<file path="src/rtl/mem_stage_access.sv">
// MEM stage of the 5-stage MIPS pipeline: performs the EX/MEM load/store against a
// handshaked data memory, stalls upstream while busy, and registers the MEM/WB payload.
module mem_stage_access #(
    parameter int TIMEOUT = 16
) (
    input  logic        clk,
    input  logic        reset,
    input  logic [1:0]  WB_in,
    input  logic [2:0]  M_in,
    input  logic [31:0] alu_in,
    input  logic [31:0] wdata_in,
    input  logic [4:0]  dest_in,
    output logic        stall,
    output logic        dmem_req,
    output logic        dmem_we,
    output logic [31:0] dmem_addr,
    output logic [31:0] dmem_wdata,
    input  logic        dmem_ready,
    input  logic [31:0] dmem_rdata,
    output logic [1:0]  WB_out,
    output logic [31:0] mem_rdata_out,
    output logic [31:0] alu_out,
    output logic [4:0]  dest_out,
    output logic        misalign_err,
    output logic        timeout_err
);
    localparam int CW = (TIMEOUT > 1) ? $clog2(TIMEOUT) : 1;
    localparam logic [CW-1:0] CNT_LAST = CW'(TIMEOUT - 1);

    typedef enum logic {S_IDLE, S_BUSY} state_t;

    state_t        r_state, w_state_nxt;
    logic [CW-1:0] r_cnt, w_cnt_nxt;

    // Access copy held stable for the whole BUSY period
    logic [31:0]   r_addr, r_wdata;
    logic          r_we, r_load;
    logic [1:0]    r_wb;
    logic [4:0]    r_dest;

    logic [1:0]    r_wb_out;
    logic [31:0]   r_rdata_out, r_alu_out;
    logic [4:0]    r_dest_out;
    logic          r_misalign, r_timeout;

    logic          w_mem_op, w_aligned, w_unused;
    logic          w_stall, w_req, w_issue, w_upd, w_set_mis, w_set_to;
    logic [1:0]    w_upd_wb;
    logic [31:0]   w_upd_rdata, w_upd_alu;
    logic [4:0]    w_upd_dest;

    assign w_unused  = M_in[2];
    assign w_mem_op  = M_in[1] | M_in[0];
    assign w_aligned = (alu_in[1:0] == 2'b00);

    always_comb begin
        w_state_nxt = r_state;
        w_cnt_nxt   = r_cnt;
        w_stall     = 1'b0;
        w_req       = 1'b0;
        w_issue     = 1'b0;
        w_upd       = 1'b0;
        w_set_mis   = 1'b0;
        w_set_to    = 1'b0;
        w_upd_wb    = 2'b00;
        w_upd_rdata = 32'h0;
        w_upd_alu   = alu_in;
        w_upd_dest  = dest_in;
        case (r_state)
            S_IDLE: begin
                if (!w_mem_op) begin
                    w_upd    = 1'b1;
                    w_upd_wb = WB_in;
                end else if (w_aligned) begin
                    w_stall     = 1'b1;
                    w_issue     = 1'b1;
                    w_cnt_nxt   = '0;
                    w_state_nxt = S_BUSY;
                end else begin
                    // Misaligned access is dropped and replaced by a bubble
                    w_upd     = 1'b1;
                    w_set_mis = 1'b1;
                end
            end
            S_BUSY: begin
                w_req      = 1'b1;
                w_upd_alu  = r_addr;
                w_upd_dest = r_dest;
                if (dmem_ready) begin
                    w_upd       = 1'b1;
                    w_upd_wb    = r_wb;
                    w_upd_rdata = r_load ? dmem_rdata : 32'h0;
                    w_state_nxt = S_IDLE;
                end else if (r_cnt == CNT_LAST) begin
                    w_upd       = 1'b1;
                    w_set_to    = 1'b1;
                    w_state_nxt = S_IDLE;
                end else begin
                    w_stall   = 1'b1;
                    w_cnt_nxt = r_cnt + CW'(1);
                end
            end
            default: w_state_nxt = S_IDLE;
        endcase
        if (reset) begin
            w_stall = 1'b0;
            w_req   = 1'b0;
        end
    end

    always_ff @(posedge clk) begin
        if (reset) begin
            r_state     <= S_IDLE;
            r_cnt       <= '0;
            r_wb_out    <= 2'b00;
            r_rdata_out <= 32'h0;
            r_alu_out   <= 32'h0;
            r_dest_out  <= 5'd0;
            r_misalign  <= 1'b0;
            r_timeout   <= 1'b0;
        end else begin
            r_state <= w_state_nxt;
            r_cnt   <= w_cnt_nxt;
            if (w_upd) begin
                r_wb_out    <= w_upd_wb;
                r_rdata_out <= w_upd_rdata;
                r_alu_out   <= w_upd_alu;
                r_dest_out  <= w_upd_dest;
            end
            if (w_set_mis) r_misalign <= 1'b1;
            if (w_set_to)  r_timeout  <= 1'b1;
        end
    end

    // MemWrite wins when both MemRead and MemWrite are set
    always_ff @(posedge clk) begin
        if (w_issue) begin
            r_addr  <= alu_in;
            r_wdata <= wdata_in;
            r_we    <= M_in[0];
            r_load  <= M_in[1] & ~M_in[0];
            r_wb    <= WB_in;
            r_dest  <= dest_in;
        end
    end

    assign stall         = w_stall;
    assign dmem_req      = w_req;
    assign dmem_we       = r_we;
    assign dmem_addr     = r_addr;
    assign dmem_wdata    = r_wdata;
    assign WB_out        = r_wb_out;
    assign mem_rdata_out = r_rdata_out;
    assign alu_out       = r_alu_out;
    assign dest_out      = r_dest_out;
    assign misalign_err  = r_misalign;
    assign timeout_err   = r_timeout;
endmodule

</file>
<file path="config.mk">
export PLATFORM = sky130hd
export DESIGN_NAME = mem_stage_access
export DESIGN_NICKNAME = d
export VERILOG_FILES = /design/src/rtl/mem_stage_access.sv
export SDC_FILE = /design/constraint.sdc
export NUM_CORES = 1
export LEC_CHECK = 0
export ABC_AREA = 1
export CORE_MARGIN = 1
export CORE_UTILIZATION = 23
export DETAILED_ROUTE_END_ITERATION = 16
export GPL_TIMING_DRIVEN = 1
export PLACE_DENSITY_LB_ADDON = 0.1
export SLEW_MARGIN = 30
export SYNTH_ARGS = -nofsm -noshare
export SYNTH_HDL_FRONTEND = slang
export SYNTH_SLANG_ARGS = --single-unit
</file>
<file path="constraint.sdc">
create_clock -name clk -period 3.4 [get_ports clk]
set_clock_uncertainty 0.05 [all_clocks]
set_input_delay 0.34 -clock clk [delete_from_list [all_inputs] [get_ports clk]]
set_output_delay 0.34 -clock clk [all_outputs]
set_load 0.005 [all_outputs]
</file>
==> summary.md, run 1 <==
| Metric | Value |
|---|---|
| Status | `completed` |
| Clock share of power | `42.9%` |
| Synth top area share | `40.7%` |
| Dpl cell area | `0.00821 mm²` |
| Met2 Wirelength | `8200 µm` |
| R2R cell count | `4` |
| RR Startpoint | `r_state$_DFF_P_` |
| Mux cell area share after synthesis | `0%` |
| GRT Util Overall | `13.6%` |
| Clock buffer depth | `2` |
| Residual DRC | `0` |
| Layout area overhead | `63.2%` |
| Ys Warns | `0` |
| Leakage | `3.41 nW` |
| Syn Nets | `669` |
| Period utilization | `75.5%` |
| CTS tree | `yes` |
| Type of origin of the critical path | `input pin` |
| Ys flop type | `dfxtp_1` |
| Drt wl/cell | `14.1 µm` |
| Share of cells above drive strength 1 | `5.62%` |
| Gate power share | `10.5%` |
| Min-delay worst type | `reg2reg` |
| # Post-CTS Setup Buffers | `0` |
| Hold Startpoint | `alu_out[4]$_SDFFE_PP0P_` |
| Switch Pwr | `0.00105 W` |
| Pre-antenna DRT Iters | `4` |
| Critical path endpoint category | `output port` |
| Vias in the first global route | `4462` |
| Sequential Power Share | `46.6%` |
| R2r endpoint | `dmem_addr[23]$_DFFE_PP_` |
| Ranking of synthesized cells by area | `edfxtp_1, dfxtp_1, nand2_1` |
| H-Tree Depth | `4` |
| Top-count cell post-synth | `nand2_1` |
| RSZ-0062 raised after global routing | `no` |
| Routed metal-1 wire length | `6680 µm` |
| Total clock buffers created by CTS | `17` |
| Synth Area in Adders | `0.232%` |
| Crit-path max FO | `5` |
| Asr flop ratio synth | `0%` |
| GR Overflow Total | `0` |
| Finished Cell Area | `0.00879 mm²` |
| XOR/XNOR share of the synthesized area | `0%` |
| Wire length on met3 | `875 µm` |
| R2R setup slack | `1420 ps` |
| Setup-failing EPs final | `0` |
| Largest net degree at the start of global routing | `41` |
| Initial drt markers | `220` |
| Initial antenna violation count | `0` |
| Req. time, crit path | `3010 ps` |
| Max_slew headroom | `46.8%` |
| Simple-gate share of the synthesized area | `23.3%` |
| Main combinational cell family by area after synthesis | `simple AND/OR/NAND/NOR gates` |
| Hold EP | `alu_out[4]$_SDFFE_PP0P_` |
| WP data arrival | `2180 ps` |
| Post-CTS sizing | `0` |
| Peak supply drop | `0.272 mV` |
| Routed Antenna Nets | `0` |
| Total core area | `0.0228 mm²` |
| Mapped Area | `0.00539 mm²` |
| Clock sink count | `151` |
| Final GP Congestion | `0.725` |
| Antenna cells | `0` |
| Root Driver | `clkbuf_16` |
| First-pass GRT wire length | `24900 µm` |
| Hold buffers post-CTS | `0` |
| PD cells | `495 mW/mm²` |
| Final Hold Viols | `0` |
| Worst-path clk slew | `60 ps` |
| Setup TNS | `0 ps` |
| Highest clock rate | `0.389 GHz` |
| DR top layer | `met4` |
| Critical path class | `in2out` |
| Drt total wl | `16000 µm` |
| Sequential fraction of the synthesis area | `69.7%` |
| Compound-Gate Fraction of Synth Area | `3.72%` |
| Max Cap Viol | `0` |
| Switching Fraction | `24.2%` |
| IO Port Bufs | `247` |
| Hpwl dp | `11100 µm` |
| Cells after Synth | `559` |
| Avg Vias per Cell | `3.97` |
| Hold path cells | `2` |
| Int Pwr | `0.00330 W` |
| Most frequent cells after synthesis | `nand2_1, dfxtp_1, edfxtp_1` |
| Die Wd | `155 µm` |
| # nets final | `916` |
| Flops & latches, synth | `151` |
| I/O Pins | `249` |
| Number of synthesized flops with an enable pin | `73` |
| Worst-margin pin slew | `797 ps` |
| Area leader, netlist | `edfxtp_1` |
| Die area | `0.0240 mm²` |
| Distinct cells, synth | `20` |
| Pins Over Slew Limit | `0` |
| Vias | `4499` |
| Die height | `155 µm` |
| FP Rows | `55` |
| Starting Density | `23.7%` |
| Worst-skew pair later-pin latency | `410 ps` |
| Synth Area per Inst | `9.64 µm²` |
| Final min period | `2570 ps` |
[final cells by class]
| class | count | area [µm²] |
|---|---|---|
| well taps | 313 | 392 |
| fillers | 2235 | 14000 |
| clock buffers | 17 | 425 |
| repair buffers | 254 | 2540 |
| multi-input cells | 370 | 1480 |
| flip-flops and latches | 151 | 3750 |
| inverters | 12 | 46.3 |
| clock inverters | 15 | 160 |
[power groups by stage]
stage | Clock, W | Sequential, W | Combinational, W
CTS | 0.00194 | 0.00203 | 0.000469
global placement | 0 | 0.00206 | 0.000462
finish | 0.00187 | 0.00203 | 0.000456
global route | 0.00202 | 0.00203 | 0.000501
detailed placement | 0 | 0.00207 | 0.000467
floorplan | 0 | 0.00207 | 0.000130
[worst max-delay path, stage by stage]
cell and delay, ps:
clkdlybuf4s50_1 450, nor2_1 250, nand3_1 310, a21oi_4 210
clkdlybuf4s50_1 610
[layer usage]
| metal | global-route usage (%) | up-vias |
|---|---|---|
| met2 | 24.2 | 125 |
| met1 | 15.5 | 2082 |
| met5 | 0 | - |
| li1 | - | 2282 |
| met3 | 3.93 | 10 |
| met4 | 4.90 | 0 |
[cell families (layout without fill, tap and decap cells)]
family / after synthesis / in the layout
compound gates: 39 / 39
fa+ha+maj: 1 / 1
buf+inv: 38 / 298
flops: 151 / 151
simple gates: 330 / 330
[flip-flops by register name (all words and copies together) (netlist names), 2 cells and up]
register and cells:
mem_rdata_out 32, WB_out 2, alu_out 32, r_wb 2, r_cnt 4, dmem_wdata 32, dest_out 5, dmem_addr 32
r_dest 5
[how the worst max path moves through the flow]
stage	end	slack, ps	start
4_1_cts	stall	800	alu_in[1]
2_1_floorplan	dmem_addr[0]$_DFFE_PP_	820	alu_in[1]
5_1_grt	stall	720	alu_in[0]
6_report	stall	830	alu_in[1]
3_3_place_gp	stall	810	alu_in[1]
3_5_place_dp	dmem_wdata[30]$_DFFE_PP_	790	alu_in[1]
[through the flow]
| step | cells | utilization, % | power (W) | setup WS, ps | hold slack [ps] |
|---|---|---|---|---|---|
| detailed placement | 1100 | 36.0 | 0.00253 | 789 | 381 |
| CTS | 1132 | 38.6 | 0.00444 | 801 | 397 |
| global route | 1132 | 38.6 | 0.00455 | 718 | 394 |
| finish | 1132 | 38.6 | 0.00435 | 832 | 393 |
| global placement | 1100 | 36.0 | 0.00253 | 809 | 378 |
| floorplan | 559 | - | 0.00220 | 815 | 389 |
[cell usage in the layout (no fill, tap or decap), types with 2 or more instances in the layout]
master,count
o21ai_0,2
nor2_1,10
dfxtp_1,77
a21oi_1,35
buf_4,6
inv_8,2
clkinv_4,4
inv_6,6
inv_2,2
nand2_1,311
nand2_2,2
edfxtp_1,73
inv_1,9
clkdlybuf4s50_1,247
clkbuf_16,17
nand3_1,4
Power figures use the tool's default switching activity.
==> run 2, diff against run 1 <==
- clock period: 3.4 -> 2.6 ns (I/O delays scaled with it)
==> run 2 against run 1 <==
  * Worst hold slack got worse by 57 ps
  * Sequential cell count did not move
  * Final cell count is 0.35% higher
  * Wire length increased by 1.9%
  * Critical endpoint unchanged
  * Utilization about the same
  * First-iteration DRC count shrank 25%
  * Critical path depth stayed put
  * Count of clock-buffer cells in the layout increased by 1
  * Critical path type is now reg2out
  * Sequential power is 31% higher
  * Highest routed layer unchanged
  * Largest power group unchanged
==> summary.md, run 2 (synthesis gave the netlist of run 1 again) <==
| Metric | Value |
|---|---|
| First-pass GRT wire length | `25200 µm` |
| Avg Vias per Cell | `3.98` |
| FP Rows | `55` |
| Total clock buffers created by CTS | `17` |
| Initial drt markers | `165` |
| GRT Util Overall | `13.9%` |
| Root Driver | `clkbuf_16` |
| Starting Density | `23.7%` |
| Total core area | `0.0228 mm²` |
| Hold buffers post-CTS | `0` |
| Drt wl/cell | `14.3 µm` |
| Worst-skew pair later-pin latency | `420 ps` |
| Min-delay worst type | `in2reg` |
| Peak supply drop | `0.360 mV` |
| Crit-path max FO | `6` |
| Req. time, crit path | `2290 ps` |
| Commonest non-fill, non-tap cell in the layout | `nand2_1` |
| Routed Antenna Nets | `0` |
| # Post-CTS Setup Buffers | `0` |
| Initial antenna violation count | `0` |
| Type of origin of the critical path | `register` |
| Die height | `155 µm` |
| Status | `completed` |
| Hold path cells | `1` |
| Residual DRC | `0` |
| Largest stage delay, worst path | `610 ps` |
| Drt total wl | `16300 µm` |
| IO Port Bufs | `247` |
| CTS tree | `yes` |
| Leakage | `3.40 nW` |
| Vias | `4523` |
| Pins Over Slew Limit | `0` |
| Die Wd | `155 µm` |
| Delay-heaviest family, CP | `buffers and inverters` |
| Pre-antenna DRT Iters | `4` |
| R2R cell count | `7` |
| Clock buffer depth | `2` |
| # nets final | `919` |
| Critical Path Slowest Stage Cell | `clkdlybuf4s50_1` |
| Clock sink count | `151` |
| Max_slew headroom | `47.9%` |
| Layout Utilization | `38.6%` |
| Cell chain of the critical path | `ha_1 -> nand3_1 -> nand2_2 -> a21oi_4 -> clkdlybuf4s50_1` |
| Highest clock rate | `0.432 GHz` |
| Layout area overhead | `63.1%` |
| Vias in the first global route | `4579` |
| Stages on the worst setup path | `5` |
| Worst-path clk slew | `70 ps` |
| Period utilization | `88.9%` |
| Critical path class | `reg2out` |
| Max Cap Viol | `0` |
| Setup-failing EPs final | `0` |
| Worst-margin pin slew | `781 ps` |
| GR Overflow Total | `0` |
| WP data arrival | `2000 ps` |
| Final Hold Viols | `0` |
| PD cells | `631 mW/mm²` |
| Final GP Congestion | `0.724` |
| Share of cells above drive strength 1 | `5.84%` |
| Commonest cells after routing, fill and taps aside | `nand2_1, clkdlybuf4s50_1, dfxtp_1, edfxtp_1, a21oi_1` |
| I/O Pins | `249` |
| Fill cells | `2260` |
| R2R setup slack | `660 ps` |
| RSZ-0062 raised after global routing | `no` |
| Setup TNS | `0 ps` |
| Critical path endpoint category | `output port` |
| Post-CTS sizing | `0` |
| H-Tree Depth | `4` |
| Hpwl dp | `11200 µm` |
| Die area | `0.0240 mm²` |
| Largest net degree at the start of global routing | `41` |
| CP bufs+invs | `1` |
| Final min period | `2310 ps` |
run 2: report_power, final:
part	leakage (nW)	internal [W]	switching, W	total (W)
Clock	0.259	0.00124	0.00105	0.00229
Sequential	1.31	0.00260	0.0000449	0.00265
Combinational	1.83	0.000352	0.000253	0.000605
Total	3.40	0.00420	0.00135	0.00555
run 2: worst paths after layout:
path | from | to
hold / removal | wdata_in[20] | dmem_wdata[20]$_DFFE_PP_
hold reg to reg | alu_out[1]$_SDFFE_PP0P_ | alu_out[1]$_SDFFE_PP0P_
setup / recovery | r_cnt[0]$_SDFFE_PP0P_ | stall
setup reg to reg | r_cnt[0]$_SDFFE_PP0P_ | alu_out[17]$_SDFFE_PP0P_
run 2: per-layer routing:
layer | vias to the layer above | track usage [%] | part of all wire [%]
met1 | 2089 | 15.5 | 41
met3 | 18 | 4.01 | 5.3
met2 | 124 | 25.1 | 52
met4 | 0 | 4.71 | 1.3
li1 | 2292 | - | -
met5 | - | 0 | 0
run 2: cell type report:
cell class / instances / area [µm²] / share of cell area, %
antenna: 1 / 2.50 / 0.0285
clock buffer: 18 / 429 / 4.88
clock inverter: 14 / 115 / 1.31
inverter: 12 / 46.3 / 0.527
multi-input combinational: 370 / 1480 / 16.8
sequential: 151 / 3750 / 42.7
tap: 313 / 392 / 4.46
timing repair buffer: 257 / 2570 / 29.3
run 2: stage by stage:
stage	total power, W	hold WS, ps	area [µm²]	cells	worst slack [ps]
after floorplan	0.00288	309	5390	559	55.3
after detailed placement	0.00332	383	8240	1103	206
after global routing	0.00580	313	8790	1135	185
after CTS	0.00565	315	8790	1135	247
final	0.00555	336	8790	1136	288
after global placement	0.00331	378	8240	1103	236
==> run 3, diff against run 2 <==
- CORE_MARGIN: 1 -> 2
- GPL_TIMING_DRIVEN: 1 -> default
==> run 3 against run 2 <==
  * Setup slack got worse by 25 ps
  * Worst hold slack improved by 6.1 ps
  * Largest cell class unchanged
  * Critical path depth increased by 1
  * Critical path type is now in2out
  * Highest routed layer unchanged
  * Count of clock-buffer cells in the layout unchanged
  * Sequential power about the same
  * Combinational power increased by 0.7%
  * Largest power group unchanged
==> summary.md, run 3 (synthesis gave the netlist of run 1 again) <==
| Metric | Value |
|---|---|
| Status | `completed` |
| Die Wd | `157 µm` |
| Crit-path max FO | `5` |
| Drt wl/cell | `14.1 µm` |
| Hold EP | `dmem_wdata[18]$_DFFE_PP_` |
| Worst hold slack | `342 ps` |
| PD cells | `629 mW/mm²` |
| Residual DRC | `0` |
| Leakage | `3.41 nW` |
| Worst-skew pair later-pin latency | `410 ps` |
| Peak supply drop | `0.379 mV` |
| Share of cells above drive strength 1 | `6.08%` |
| Critical Path Slowest Stage Cell | `clkdlybuf4s50_1` |
| Hold buffers post-CTS | `0` |
| FP Rows | `56` |
| Max Cap Viol | `0` |
| Total clock buffers created by CTS | `17` |
| Commonest cells after routing, fill and taps aside | `nand2_1, clkdlybuf4s50_1, dfxtp_1, edfxtp_1, a21oi_1` |
| RSZ-0062 raised after global routing | `no` |
| Post-CTS sizing | `0` |
| Worst-margin pin slew | `760 ps` |
| Highest clock rate | `0.428 GHz` |
| H-Tree Depth | `4` |
| GRT Util Overall | `13.0%` |
| I/O Pins | `249` |
| Largest stage delay, worst path | `560 ps` |
| Vias in the first global route | `4470` |
| Cell chain of the critical path | `clkdlybuf4s50_1 -> inv_1 -> nand2_1 -> nand3_1 -> a21oi_4 -> clkdlybuf4s50_1` |
| Total core area | `0.0233 mm²` |
| Initial drt markers | `196` |
| Commonest non-fill, non-tap cell in the layout | `nand2_1` |
| Critical path endpoint category | `output port` |
| Clock buffer depth | `2` |
| Max_slew headroom | `49.3%` |
| Final GP Congestion | `0.707` |
| Antenna cells | `0` |
| Final min period | `2340 ps` |
| Vias | `4543` |
| Type of origin of the critical path | `input pin` |
| Dpl cell area | `0.00827 mm²` |
| # nets final | `920` |
| Worst-path clk slew | `70 ps` |
| RR Startpoint | `r_cnt[0]$_SDFFE_PP0P_` |
| Req. time, crit path | `2290 ps` |
| R2r endpoint | `dest_out[1]$_SDFFE_PP0P_` |
| Initial antenna violation count | `0` |
| Avg Vias per Cell | `3.98` |
| Min-delay worst type | `in2reg` |
| Most frequent CP cell | `clkdlybuf4s50_1` |
| Delay-heaviest family, CP | `buffers and inverters` |
| Hpwl dp | `11300 µm` |
| R2R setup slack | `640 ps` |
| R2R cell count | `7` |
| Pre-antenna DRT Iters | `4` |
| Hold path cells | `1` |
| First-pass GRT wire length | `24300 µm` |
| Routed Antenna Nets | `0` |
| Final Hold Viols | `0` |
| Largest net degree at the start of global routing | `41` |
| Drt total wl | `16100 µm` |
| Period utilization | `89.9%` |
| # Post-CTS Setup Buffers | `0` |
| CP bufs+invs | `3` |
| Layout area overhead | `63.6%` |
| Critical path class | `in2out` |
| Die area | `0.0247 mm²` |
| Pins Over Slew Limit | `0` |
| IO Port Bufs | `247` |
| GR Overflow Total | `0` |
| Setup-failing EPs final | `0` |
| WP data arrival | `2030 ps` |
| Die height | `157 µm` |
| Clock sink count | `151` |
| CTS tree | `yes` |
| Starting Density | `23.2%` |
| Hold Startpoint | `wdata_in[18]` |
| Finished Cell Area | `0.00881 mm²` |
| Root Driver | `clkbuf_16` |
| Setup TNS | `0 ps` |
==> run 3: metrics by stage <==
step	utilization [%]	setup WS, ps	total power [W]	cells
2_1_floorplan	-	55.3	0.00288	559
3_3_place_gp	35.5	251	0.00331	1110
3_5_place_dp	35.5	196	0.00332	1110
4_1_cts	37.9	231	0.00566	1142
5_1_grt	37.9	133	0.00580	1142
6_report	37.9	262	0.00554	1142
==> run 3: power breakdown <==
part / switching (W) / internal (W)
Sequential: 0.0000446 / 0.00260
Clock: 0.00104 / 0.00124
Combinational: 0.000254 / 0.000355
Total: 0.00134 / 0.00420
==> run 3: routing by layer <==
| metal | up-vias | wire, µm | global-route usage, % | share of wire, % |
|---|---|---|---|---|
| li1 | 2289 | - | - | - |
| met1 | 2117 | 6530 | 14.0 | 40 |
| met2 | 120 | 8430 | 23.8 | 52 |
| met3 | 17 | 915 | 4.21 | 5.7 |
| met4 | 0 | 271 | 4.81 | 1.7 |
| met5 | - | 0 | 0 | 0 |
==> run 3: worst max path at each step <==
stage / startpoint / to / slack (ps) / cells after the start
2_1_floorplan: r_state$_DFF_P_ / dmem_addr[0]$_DFFE_PP_ / 60 / 3
3_3_place_gp: M_in[0] / alu_out[14]$_SDFFE_PP0P_ / 250 / 8
3_5_place_dp: M_in[0] / WB_out[1]$_SDFFE_PP0P_ / 200 / 8
4_1_cts: M_in[0] / stall / 230 / 6
5_1_grt: M_in[0] / stall / 130 / 6
6_report: M_in[0] / stall / 260 / 6
==> run 3: layout make-up <==
| class | instances | area [µm²] |
|---|---|---|
| clock buffers | 18 | 429 |
| clock inverters | 14 | 116 |
| fillers | 2327 | 14400 |
| inverters | 12 | 46.3 |
| multi-input cells | 370 | 1480 |
| flip-flops and latches | 151 | 3750 |
| well taps | 319 | 399 |
| repair buffers | 258 | 2590 |
